## src/rtl/ft245_fifo_port.sv

```systemverilog
// FT245-style asynchronous FIFO port: pulls host bytes into a valid/ready RX
// stream and pushes a one-entry TX holding register out to the FIFO.
//
// state    | meaning
// IDLE     | flags sampled, round-robin between read and write requests
// RD_LOW   | fifo_rd_n low, byte captured on the last low cycle
// WR_SETUP | fifo_d driven with the held byte, strobe still high
// WR_LOW   | fifo_wr_n low, data held
// WR_HOLD  | fifo_wr_n back high, data still driven
// RECOVER  | bus released, waiting for the synchronised flags to settle
module ft245_fifo_port #(
  parameter int RD_LOW_CYCLES  = 2,
  parameter int RECOVER_CYCLES = 3
) (
  input  logic       clk_12mhz,
  input  logic       reset_n,
  input  logic       fifo_rxf_n,
  input  logic       fifo_txe_n,
  input  logic [7:0] fifo_d_in,
  output logic [7:0] fifo_d_out,
  output logic       fifo_d_oe,
  output logic       fifo_rd_n,
  output logic       fifo_wr_n,
  output logic [7:0] rx_data,
  output logic       rx_valid,
  input  logic       rx_ready,
  input  logic [7:0] tx_data,
  input  logic       tx_valid,
  output logic       tx_ready,
  output logic       busy
);

  localparam logic [2:0] S_IDLE     = 3'd0;
  localparam logic [2:0] S_RD_LOW   = 3'd1;
  localparam logic [2:0] S_WR_SETUP = 3'd2;
  localparam logic [2:0] S_WR_LOW   = 3'd3;
  localparam logic [2:0] S_WR_HOLD  = 3'd4;
  localparam logic [2:0] S_RECOVER  = 3'd5;

  localparam int CNT_MAX = (RD_LOW_CYCLES > RECOVER_CYCLES) ? RD_LOW_CYCLES : RECOVER_CYCLES;
  localparam int CNT_W   = (CNT_MAX > 1) ? $clog2(CNT_MAX) : 1;
  localparam logic [CNT_W-1:0] RD_LOAD  = CNT_W'(RD_LOW_CYCLES - 1);
  localparam logic [CNT_W-1:0] REC_LOAD = CNT_W'(RECOVER_CYCLES - 1);

  logic [2:0]       state;
  logic [CNT_W-1:0] cnt;
  logic             rxf_meta, rxf_sync;
  logic             txe_meta, txe_sync;
  logic [7:0]       tx_hold;
  logic             tx_full;
  logic             last_tx;
  logic             rx_req, tx_req;

  assign tx_ready = ~tx_full;
  assign rx_req   = ~rxf_sync & ~rx_valid;
  assign tx_req   = ~txe_sync & tx_full;

  always_ff @(posedge clk_12mhz or negedge reset_n) begin
    if (!reset_n) begin
      state      <= S_IDLE;
      cnt        <= '0;
      rxf_meta   <= 1'b1;
      rxf_sync   <= 1'b1;
      txe_meta   <= 1'b1;
      txe_sync   <= 1'b1;
      tx_hold    <= 8'h00;
      tx_full    <= 1'b0;
      last_tx    <= 1'b1;
      fifo_d_out <= 8'h00;
      fifo_d_oe  <= 1'b0;
      fifo_rd_n  <= 1'b1;
      fifo_wr_n  <= 1'b1;
      rx_data    <= 8'h00;
      rx_valid   <= 1'b0;
      busy       <= 1'b0;
    end else begin
      rxf_meta <= fifo_rxf_n;
      rxf_sync <= rxf_meta;
      txe_meta <= fifo_txe_n;
      txe_sync <= txe_meta;

      if (tx_valid && tx_ready) begin
        tx_hold <= tx_data;
        tx_full <= 1'b1;
      end
      if (rx_valid && rx_ready) rx_valid <= 1'b0;

      case (state)
        S_IDLE: begin
          // on a tie the read wins only if the write went last
          if (rx_req && (!tx_req || last_tx)) begin
            state     <= S_RD_LOW;
            fifo_rd_n <= 1'b0;
            cnt       <= RD_LOAD;
            last_tx   <= 1'b0;
            busy      <= 1'b1;
          end else if (tx_req) begin
            state      <= S_WR_SETUP;
            fifo_d_oe  <= 1'b1;
            fifo_d_out <= tx_hold;
            last_tx    <= 1'b1;
            busy       <= 1'b1;
          end
        end
        S_RD_LOW: begin
          if (cnt == '0) begin
            rx_data   <= fifo_d_in;
            rx_valid  <= 1'b1;
            fifo_rd_n <= 1'b1;
            cnt       <= REC_LOAD;
            state     <= S_RECOVER;
          end else begin
            cnt <= cnt - 1'b1;
          end
        end
        S_WR_SETUP: begin
          fifo_wr_n <= 1'b0;
          tx_full   <= 1'b0;
          state     <= S_WR_LOW;
        end
        S_WR_LOW: begin
          fifo_wr_n <= 1'b1;
          state     <= S_WR_HOLD;
        end
        S_WR_HOLD: begin
          fifo_d_oe <= 1'b0;
          cnt       <= REC_LOAD;
          state     <= S_RECOVER;
        end
        S_RECOVER: begin
          if (cnt == '0) begin
            busy  <= 1'b0;
            state <= S_IDLE;
          end else begin
            cnt <= cnt - 1'b1;
          end
        end
        default: begin
          fifo_rd_n <= 1'b1;
          fifo_wr_n <= 1'b1;
          fifo_d_oe <= 1'b0;
          busy      <= 1'b0;
          state     <= S_IDLE;
        end
      endcase
    end
  end

endmodule

```

## config.mk

```make
export PLATFORM = sky130hd
export DESIGN_NAME = ft245_fifo_port
export DESIGN_NICKNAME = d
export VERILOG_FILES = /design/src/rtl/ft245_fifo_port.sv
export SDC_FILE = /design/constraint.sdc
export NUM_CORES = 1
export LEC_CHECK = 0
export BUFFER_PORTS_ARGS = -buffer_cell sky130_fd_sc_hd__buf_2
export CORE_MARGIN = 4
export CORE_UTILIZATION = 40
export DETAILED_ROUTE_END_ITERATION = 10
export GPL_TIMING_DRIVEN = 0
export PLACE_DENSITY_LB_ADDON = 0.3
export SETUP_SLACK_MARGIN = 0.05
export SLEW_MARGIN = 10
export SYNTH_ARGS = -nofsm -noshare
export SYNTH_HDL_FRONTEND = slang
export SYNTH_SLANG_ARGS = --single-unit
```

## constraint.sdc

```tcl
create_clock -name clk_12mhz -period 2.05 [get_ports clk_12mhz]
set_input_delay 0.205 -clock clk_12mhz [delete_from_list [all_inputs] [get_ports clk_12mhz]]
set_output_delay 0.205 -clock clk_12mhz [all_outputs]
set_load 0.05 [all_outputs]
```

==> results.sh <==
export IMPL_outcome="complete, no violations"
export IMPL_hold_viol=0
export IMPL_drt_total_wl_um=3080
export IMPL_dp_cells=211
export IMPL_cts_buffers=5
export IMPL_most_common_layout_cells="buf_2, dfrtp_1, mux2_2, nor2_1, dfstp_2"
export IMPL_ant_nets=0
export IMPL_worstSkewPairLatency_ns=0.29
export IMPL_vias=1087
export IMPL_end_kind="flop"
export IMPL_gp_congestion=0.849
export IMPL_gr_total_overflow=0
export IMPL_die_y_um=71.6
export IMPL_synth_seq_cells=40
export IMPL_final_setup_tns_ns=0
export IMPL_final_common_cell="buf_2"
export IMPL_antenna_found_initial=0
export IMPL_hold_class="primary input to async pin"
export IMPL_clockBufferDepth=2
export IMPL_power_total_w=0.00372
export IMPL_fmax_mhz=539
export IMPL_nets=196
export IMPL_root_buffer="clkbuf_8"
export IMPL_netlist_area_sq_um=1620
export IMPL_rsz0062_at_grt="false"
export IMPL_core_sq_um=3770
export IMPL_final_layout_size_suffix_gt1_frac=0.520
export IMPL_dp_hpwl_um=2290
export IMPL_p_leak_nw=0.978
export IMPL_areaGrowthSynthToFinish_pct=25.2
export IMPL_portBuffers=43
export IMPL_die_x_um=71.6
export IMPL_grt_max_degree=41
export IMPL_dr_pass1_iters=4
export IMPL_drv_cap=0
export IMPL_viasPerCell=4.92
export IMPL_cts_max_level=2
export IMPL_ys_types=25
export IMPL_layout_min_cycle_time_ns=1.86
export IMPL_finalSetupViolCount=0
export IMPL_critPathRequiredTime_ns=2.23
export IMPL_grt_usage=0.133
export IMPL_ioPinCount=44
export IMPL_final_cells=221
export IMPL_cts_sinks=40
export IMPL_cts_tree="yes"
export IMPL_synth_area_per_cell_sq_um=13.5
export IMPL_drc=0
export IMPL_skew_ns=0.00211
export IMPL_yosysSeqAreaShare=0.625
export IMPL_worstReg2RegStart="cnt[0]"
export IMPL_maxSlewHeadroom=0.440
export IMPL_drt_iter0_drc=64
export IMPL_yosysWarnings=0
export IMPL_synth_nets=144
export IMPL_placementRows=22
export IMPL_crit_fanout=9
export IMPL_fin_crit_sh=0.905
export IMPL_crit_type="flop to flop"
export IMPL_pre_cts_ws_ns=0.202
export IMPL_cts_clk_slew_worst_paths_ns=0.08
export IMPL_cp_startpoint="cnt[0]"
export IMPL_tightest_slew_ns=0.840
export IMPL_diodes=0
export IMPL_grt_pass1_vias=1132
export IMPL_grt_pass1_wl_um=5240
export IMPL_critPathLaunchType="flop"
export IMPL_powerDensity_nw_per_um2=1840
export IMPL_maxSlewViolCount=0
export IMPL_die_area_sq_um=5120
export IMPL_syn_inst=120
export IMPL_layout_setup_ws_ns=0.195
export IMPL_post_cts_resized=0
export IMPL_wl_per_cell_um=13.9
export IMPL_crit_arrival_ns=2.03
export IMPL_ir_worst_vdd_mv=0.873
export IMPL_start_util=0.429
-- cell families after synthesis --
| family | Yosys count | synth area share |
|---|---|---|
| AO/OA/AOI/OAI | 22 | 0.0890 |
| multiplexers | 26 | 0.180 |
| adder cells (fa/ha/maj) | 2 | 0.0155 |
| flip-flops | 40 | 0.625 |
| AND/OR/NAND/NOR | 20 | 0.0658 |
| buffers and inverters | 10 | 0.0248 |
-- registers in the layout, indices dropped and copies added, names as in the netlist, 2 cells and up --
| register | cells |
|---|---|
| state | 3 |
| rx_data | 8 |
| cnt | 2 |
| tx_hold | 8 |
| fifo_d_out | 8 |
-- final timing paths --
kind,endpoint,slack [ns],cells past startpoint
worst max-delay path,rx_data[3],0.19,5
worst min-delay path,fifo_d_oe,0.02,1
worst max register to register,rx_data[3],0.19,5
worst min register to register,rxf_sync,0.36,0
max in group asynchronous,rx_data[0],1.51,1
min in group clk_12mhz,rx_data[0],0.15,2
-- cell usage after synthesis --
cell      number  area share
dfrtp_1       33        0.51
mux2_2        25        0.17
nor2_1         8       0.019
dfstp_2        7        0.11
a21oi_1        6       0.019
inv_1          6       0.014
o21ai_0        6       0.019
nand2_1        5       0.012
nor3_1         3      0.0093
a211oi_1       2      0.0093
buf_2          2      0.0062
clkbuf_1       2      0.0046
ha_1           2       0.015
o31ai_1        2      0.0093
a211o_1        1      0.0054
a21o_1         1      0.0046
a21o_2         1      0.0054
a31oi_1        1      0.0039
and2b_1        1      0.0046
mux2i_1        1      0.0062
nand2b_2       1      0.0054
nor3_2         1      0.0062
nor3_4         1       0.010
o21a_1         1      0.0046
o21a_4         1      0.0093
-- power breakdown --
group | total [W] | internal (W) | switching [W]
clock network | 0.000628 | 0.000360 | 0.000268
registers | 0.00134 | 0.00116 | 0.000187
logic | 0.00175 | 0.000559 | 0.00119
total | 0.00372 | 0.00208 | 0.00165
-- final cells by class --
cell class	instances	area, sq um
multi-input combinational	70	567
clock inverter	3	42.5
fill	329	1750
timing repair buffer	45	235
inverter	6	22.5
clock buffer	5	68.8
sequential	40	1010
buffer	4	17.5
tap	48	60.1
-- through the flow --
step | cell area [sq um] | utilization | hold WS (ns)
final | 2020 | 0.536 | 0.0163
after global routing | 2020 | 0.536 | 0.0983
after CTS | 2000 | 0.531 | 0.00171
after detailed placement | 1890 | 0.502 | 0.316
after global placement | 1890 | 0.502 | 0.311
after floorplan | 1620 | - | -0.0906
-- critical path: stages, from the launching register on --
cell     delay, ns
dfrtp_1       0.40
inv_1         0.10
ha_1          0.22
nand2_1       0.10
nor3_2        0.52
mux2_2        0.41
-- metal layers --
metal,track usage,up-vias,routed length (um)
met4,0.0689,0,60
li1,-,516,-
met1,0.152,541,1220
met2,0.228,25,1670
met3,0.0337,5,134
met5,0,-,0
-- what timing repair did --
item                      CTS  global route
setup buffers               0             0
hold endpoints to repair    0             2
hold buffers                0             2
Power figures use the tool's default switching activity.
